==> src/rtl/reduce_accumulator_pkg.sv <==
// Shared definitions for the reduce stage: FSM state encodings and default widths.
package reduce_accumulator_pkg;

  typedef enum logic [1:0] {
    ST_RUN   = 2'd0,
    ST_DRAIN = 2'd1,
    ST_EMIT  = 2'd2,
    ST_DONE  = 2'd3
  } state_t;

  localparam int unsigned DEF_KEY_WIDTH = 4;
  localparam int unsigned DEF_VAL_WIDTH = 4;
  localparam int unsigned DEF_ACC_WIDTH = 16;

endpackage

==> src/rtl/reduce_accumulator_sat_add.sv <==
// Saturating adder: accumulator plus a zero-extended narrow addend, with an overflow flag.
module sat_add #(
  parameter int C_ACC_WIDTH = 16,
  parameter int C_VAL_WIDTH = 4
) (
  input  logic [C_ACC_WIDTH-1:0] i_acc,
  input  logic [C_VAL_WIDTH-1:0] i_val,
  output logic [C_ACC_WIDTH-1:0] o_sum,
  output logic                   o_ovf
);

  logic [C_ACC_WIDTH:0] w_full;

  // One extra carry bit is enough to detect overflow of a single addition.
  assign w_full = {1'b0, i_acc} + {{(C_ACC_WIDTH + 1 - C_VAL_WIDTH){1'b0}}, i_val};
  assign o_ovf  = w_full[C_ACC_WIDTH];
  assign o_sum  = o_ovf ? {C_ACC_WIDTH{1'b1}} : w_full[C_ACC_WIDTH-1:0];

endmodule

==> src/rtl/reduce_accumulator.sv <==
// Reduce stage: pops {key,value} records into a per-key saturating sum table and
// streams the non-zero entries out on a flush, clearing each one as it is accepted.
module reduce_accumulator
  import reduce_accumulator_pkg::*;
#(
  parameter int C_KEY_WIDTH = DEF_KEY_WIDTH,
  parameter int C_VAL_WIDTH = DEF_VAL_WIDTH,
  parameter int C_ACC_WIDTH = DEF_ACC_WIDTH
) (
  input  logic                           clk,
  input  logic                           rst,
  input  logic [C_KEY_WIDTH+C_VAL_WIDTH-1:0] fifo_dout,
  input  logic                           fifo_empty,
  output logic                           fifo_rd_en,
  input  logic                           flush_req,
  output logic                           out_valid,
  input  logic                           out_ready,
  output logic [C_KEY_WIDTH-1:0]         out_key,
  output logic [C_ACC_WIDTH-1:0]         out_sum,
  output logic                           flush_done,
  output logic                           busy,
  output logic                           sat_flag,
  output logic [1:0]                     dbg_state
);

  localparam int DEPTH = 1 << C_KEY_WIDTH;

  // Output handshake: a pair transfers on a cycle where out_valid and out_ready are
  // both high; once out_valid rises it stays high with key/sum stable until accepted.
  state_t                 r_state;
  logic                   r_pop_q;
  logic [C_KEY_WIDTH-1:0] r_idx;
  logic [C_ACC_WIDTH-1:0] r_acc [DEPTH];
  logic                   r_sat;

  logic [C_KEY_WIDTH-1:0] w_key;
  logic [C_VAL_WIDTH-1:0] w_val;
  logic [C_ACC_WIDTH-1:0] w_cur;
  logic [C_ACC_WIDTH-1:0] w_sum;
  logic                   w_ovf;
  logic                   w_emit;
  logic                   w_emit_adv;
  logic                   w_last;

  assign w_key = fifo_dout[C_KEY_WIDTH+C_VAL_WIDTH-1:C_VAL_WIDTH];
  assign w_val = fifo_dout[C_VAL_WIDTH-1:0];
  assign w_cur = r_acc[r_idx];

  sat_add #(
    .C_ACC_WIDTH (C_ACC_WIDTH),
    .C_VAL_WIDTH (C_VAL_WIDTH)
  ) u_sat_add (
    .i_acc (r_acc[w_key]),
    .i_val (w_val),
    .o_sum (w_sum),
    .o_ovf (w_ovf)
  );

  assign w_emit     = (r_state == ST_EMIT);
  assign w_last     = (r_idx == {C_KEY_WIDTH{1'b1}});
  // Zero entries are skipped without a handshake, one cycle each.
  assign w_emit_adv = w_emit && ((w_cur == '0) || out_ready);

  assign fifo_rd_en = !rst && (r_state == ST_RUN) && !fifo_empty && !flush_req;
  assign out_valid  = w_emit && (w_cur != '0);
  assign out_key    = r_idx;
  assign out_sum    = w_emit ? w_cur : '0;
  assign flush_done = (r_state == ST_DONE);
  assign busy       = (r_state != ST_RUN);
  assign sat_flag   = r_sat;
  assign dbg_state  = r_state;

  always_ff @(posedge clk) begin
    if (rst) begin
      r_state <= ST_RUN;
      r_pop_q <= 1'b0;
      r_idx   <= '0;
      r_sat   <= 1'b0;
      for (int i = 0; i < DEPTH; i++) begin
        r_acc[i] <= '0;
      end
    end else begin
      r_pop_q <= fifo_rd_en;
      if (r_pop_q) begin
        r_acc[w_key] <= w_sum;
        if (w_ovf) begin
          r_sat <= 1'b1;
        end
      end
      case (r_state)
        ST_RUN: begin
          if (flush_req) begin
            r_state <= ST_DRAIN;
          end
        end
        ST_DRAIN: begin
          r_idx   <= '0;
          r_state <= ST_EMIT;
        end
        ST_EMIT: begin
          if (w_emit_adv) begin
            if (out_valid) begin
              r_acc[r_idx] <= '0;
            end
            r_idx <= r_idx + 1'b1;
            // End on the last index rather than on idx wrapping back to zero.
            if (w_last) begin
              r_state <= ST_DONE;
            end
          end
        end
        ST_DONE: begin
          r_state <= ST_RUN;
        end
        default: begin
          r_state <= ST_RUN;
        end
      endcase
    end
  end

endmodule
==> config.mk <==
export PLATFORM = sky130hd
export DESIGN_NAME = reduce_accumulator
export DESIGN_NICKNAME = d
export VERILOG_FILES = /design/src/rtl/reduce_accumulator_pkg.sv /design/src/rtl/reduce_accumulator_sat_add.sv /design/src/rtl/reduce_accumulator.sv
export SDC_FILE = /design/constraint.sdc
export NUM_CORES = 1
export LEC_CHECK = 0
export BUFFER_PORTS_ARGS = -buffer_cell sky130_fd_sc_hd__buf_2
export CAP_MARGIN = 20
export CELL_PAD_IN_SITES_DETAIL_PLACEMENT = 1
export CELL_PAD_IN_SITES_GLOBAL_PLACEMENT = 2
export CORE_MARGIN = 10
export CORE_UTILIZATION = 44
export CTS_CLUSTER_SIZE = 20
export DETAILED_ROUTE_END_ITERATION = 12
export PLACE_DENSITY = 0.88
export SYNTH_ARGS = -nofsm -noshare
export SYNTH_HDL_FRONTEND = slang
export SYNTH_HIERARCHICAL = 1
export SYNTH_SLANG_ARGS = --single-unit
==> constraint.sdc <==
create_clock -name clk -period 17.05 [get_ports clk]
set_input_delay 5.115 -clock clk [delete_from_list [all_inputs] [get_ports clk]]
set_output_delay 5.115 -clock clk [all_outputs]
set_load 0.03 [all_outputs]
==> impl.org <==
** Critical path
- Grouping stages by cell kind, the critical path spends the most delay in buffers and inverters.
- For this design, the slowest cell found on the critical path is sky130_fd_sc_hd__clkbuf_8.
- Setup slack of the worst register-to-register path :: 12.40 ns
- Critical path depth :: 3
- Endpoint kind of the worst setup timing path :: output port
- At the worst endpoint, the required time is 11.93 ns.
- Setup crit start kind :: input pin
- In this design, the stage delay of the slowest critical-path cell is 0.56 ns.
- For the worst flop-to-flop path, the logic depth is 8.
- Worst setup startpoint :: rst
- The signal on the critical path passes through clkbuf_8 -> nor3_1 -> buf_2.
- Arrival time at the worst endpoint :: roughly 6.0 ns
- Largest fanout on the critical path :: 117
- CP Class :: in -> out
- Worst path buffer plus inverter count :: 2

** Place
- After legalization and detailed placement, the total HPWL measured roughly 33000 um.
- Count of placed standard cells including taps :: just under 2000
- Post-Place Setup Slack :: 5.87 ns
- In this run the cell area measured after placement is 15600 sq um.
- GPL Wtd Cong :: 0.925
- In this run the tool buffered the top-level ports with 39 buffer cells.

** Yosys
- sky130_fd_sc_hd__nor2_1 is the most common cell in the netlist.
- After synthesis the cells add up to 15200 sq um.
- Top cells by area in the synthesized netlist :: sky130_fd_sc_hd__dfxtp_1 35%, sky130_fd_sc_hd__mux4_2 21%, sky130_fd_sc_hd__nor3b_1 13%
- Main combinational cell family by area after synthesis :: simple AND/OR/NAND/NOR gates
- The synthesized design contains 0 enable-type register cells.
- Yosys printed 6 warnings.
- When the netlist entered floorplanning its net count stood at 1631.
- In this run, synthesis produced a sequential element count of 268.
- Multiplexer cells account for 21.6% of the synthesized area.
- Share of the synthesized area in the top cell type :: 35.2%
- Syn Area/Cell :: roughly 9.5 sq um
- Of the total synthesized cell area, the portion taken by AND, OR, NAND and NOR gates is 24.4%.
- Gate Count Post-Synth :: 1605
- After synthesis, the netlist uses 59 different library cells.
- Synthesized-area fraction occupied by ao, oa, aoi and oai cells :: 12.0%
- Of the total synthesized cell area, the portion taken by XOR and XNOR cells is 0.288%.
- Adder and majority cell fraction of the synthesized area :: 1.12%
- Largest area contributor in the synthesized netlist :: sky130_fd_sc_hd__dfxtp_1
- Sequential elements use 35.2% of the synthesized area.
- Post-synth top flop :: sky130_fd_sc_hd__dfxtp_1
- Async set or reset register ratio after synthesis :: 0%
- Commonest cells in the netlist :: 279 x sky130_fd_sc_hd__nor2_1, 278 x sky130_fd_sc_hd__a21oi_1, 268 x sky130_fd_sc_hd__dfxtp_1, 256 x sky130_fd_sc_hd__nor3b_1, 142 x sky130_fd_sc_hd__mux4_2

** Clocking
- Total CTS buffers :: 34
- After clock tree synthesis, the clock-pin slew on the worst setup and hold paths is 0.05 ns.
- Quantity of hold-fixing buffers added after cts :: 0
- Skew-Pair Late Insertion Delay :: 0.52 ns
- Setup Buffers After CTS :: 0
- The cell sitting at the root of the clock tree is a sky130_fd_sc_hd__clkbuf_16.
- After clock tree synthesis, the repair step resized 0 gates.
- CTS HTree Levels :: 2
- CTS tree :: yes
- Sinks on the clock net :: 268
- The clock passes through at most 3 buffers.

** Timing
- At the pin with the least slew margin, the transition time is 1.19 ns.
- Post-route setup TNS :: 0 ns
- The count of pins over their slew limit was 0.
- For the finished layout, the period the worst path requires is ~11 ns.
- Setup repair after global routing left no endpoint under its margin.
- The worst path meets setup with 5.90 ns of slack.
- Setup violation total in the final timing report :: 0
- Measured against its own limit, the worst slew margin works out to 20.2%.
- Period utilisation layout :: 65.4%
- The count of endpoints failing hold in the final timing report came to 0.
- Maximum operating frequency :: 89.7 MHz
- Final setup skew :: about 0.015 ns

** Floorplanning
- Initial cell density of the core :: 44.3%
- Die width :: 206 um
- After floorplanning, the core was sized to cover 34400 sq um.
- The die covers 42500 sq um.
- Chip height :: 206 um
- I/O pin count :: 40
- Row generation in the floorplan step produced 68 rows.

** GRT
- Initial antenna violation count :: 0
- Overall global routing resource usage :: 25.4%
- Entering global routing, the biggest net connects 118 pins.
- Global-route wire length before repair :: 83400 um
- The total overflow left after global routing is 0.
- The number of global-route vias before repair came to approximately 14000.

** Flow run
- Max Cap Violations :: 0

** Pwr
- Maximum vdd drop :: 0.0644 mV
- Summed over all cells, the static leakage comes to 6.22 nW.
- Power density of the placed cells :: between 80 and 90 nW/um^2
- Design Power :: 0.00147 W

** Route
- In the routed layout, each cell is associated on average with a via count of 6.56.
- Met3 routed WL :: 3330 um
- In the routed design, unresolved DRC markers number 0.
- After detailed routing, the total wire length is 54600 um.
- The final route contains around 13000 vias.
- The detailed router put a total of 22600 um of wire on met1.
- Violation count after the first detailed-routing iteration :: roughly 1100
- The detail route stage leaves a number of antenna-violating nets equal to 0.
- Met2 Wirelength :: 26500 um
- Number of optimization iterations in the first detailed-route pass :: 5
- Dividing the detail-routed wire length by the instance count gives about 27 um.
- The highest layer touched by signal routing is met4.

** Final layout
- Fill cells in the final layout number 3880.
- At the end of the flow, the number of nets in the layout was ~1600.
- Fraction of final layout cells with drive strength greater than 1 :: 20.4%
- Compared with the post-synthesis result, the final layout area differs by 9.97%.
- The repair_antennas step left the layout with diodes totalling 0.
- Leaving out filler cells and counting taps, the final layout contains about 2000.
- Final instance area :: 16700 sq um

** Worst hold path
- Cells on Worst Hold Path :: 2
- In this run the most critical hold path is launched from sat_flag.
- Hold/Removal Path Class :: reg -> reg
- Endpoint of the worst hold-timing path :: sat_flag

** Status
- The run finished with clean final reports.
## logic make-up (layout without fill, tap and decap cells)
kind of cell	count (synthesis)	after routing
xor gates and xnor gates	5	5
AOI/OAI and AO/OA	334	334
adders and majority gates	13	13
buffers and inverters	188	150
muxes	148	148
DFF	268	268
and+or+nand+nor	649	649
## sequential cells by signal, indices dropped and copies added (netlist names), named ones only
signal and flops:
dbg_state 2, out_key 4, r_acc 256, r_pop_q 1
sat_flag 1
## metal layers
layer / vias up / global-route usage [%]
li1: 5740 / -
met1: 6916 / 32.6
met2: 487 / 42.2
met3: 131 / 3.24
met4: 0 / 11.3
met5: - / 0
## through the flow
step,hold WS [ns],utilization [%]
after floorplan,0.479,-
after global placement,0.456,45.4
after detailed placement,0.491,45.4
after CTS,0.505,48.7
after global routing,0.577,48.7
final,0.498,48.7
## area by class of cell
cell class	instances	area (sq um)	share of cell area (%)
Clock buffer	54	1100	6.57
Clock inverter	6	36.3	0.217
Inverter	13	48.8	0.291
Multi-Input combinational cell	1149	9130	54.5
Sequential cell	268	5370	32.1
Tap cell	455	569	3.40
Timing Repair Buffer	77	492	2.94
## layout by cell type (no fill, tap or decap), drive strengths merged, types with 4 or more instances in the layout
cell    instances
clkinv          5
inv            13
buf            76
nand2          36
dfxtp         268
nor3b         256
a22oi          32
nor3           21
nand2b         11
mux4          144
a21oi         279
nand3          15
xnor2           5
clkbuf         55
ha             12
o21ai           4
nor2          279
nor2b           5
nor4            6
or4             5
## worst max path at each step
stage | end | slack, ns
global placement | fifo_rd_en | 5.83
detailed placement | fifo_rd_en | 5.87
global route | fifo_rd_en | 5.78
finish | fifo_rd_en | 5.90
CTS | fifo_rd_en | 5.86
floorplan | fifo_rd_en | 5.55
## power by group
part           leakage [nW]  internal, W  switching (W)
clock                 0.562     0.000442       0.000284
sequential             2.16     0.000630     0.00000725
combinational          3.50    0.0000354      0.0000749
total                  6.22      0.00111       0.000366
## tightest hold or removal path, delay by kind of cell (launching register included)
family	cells	cell delay, ns
simple gates	1	0.08
flops	1	0.33
compound gates	1	0.05
Power figures use the tool's default switching activity.
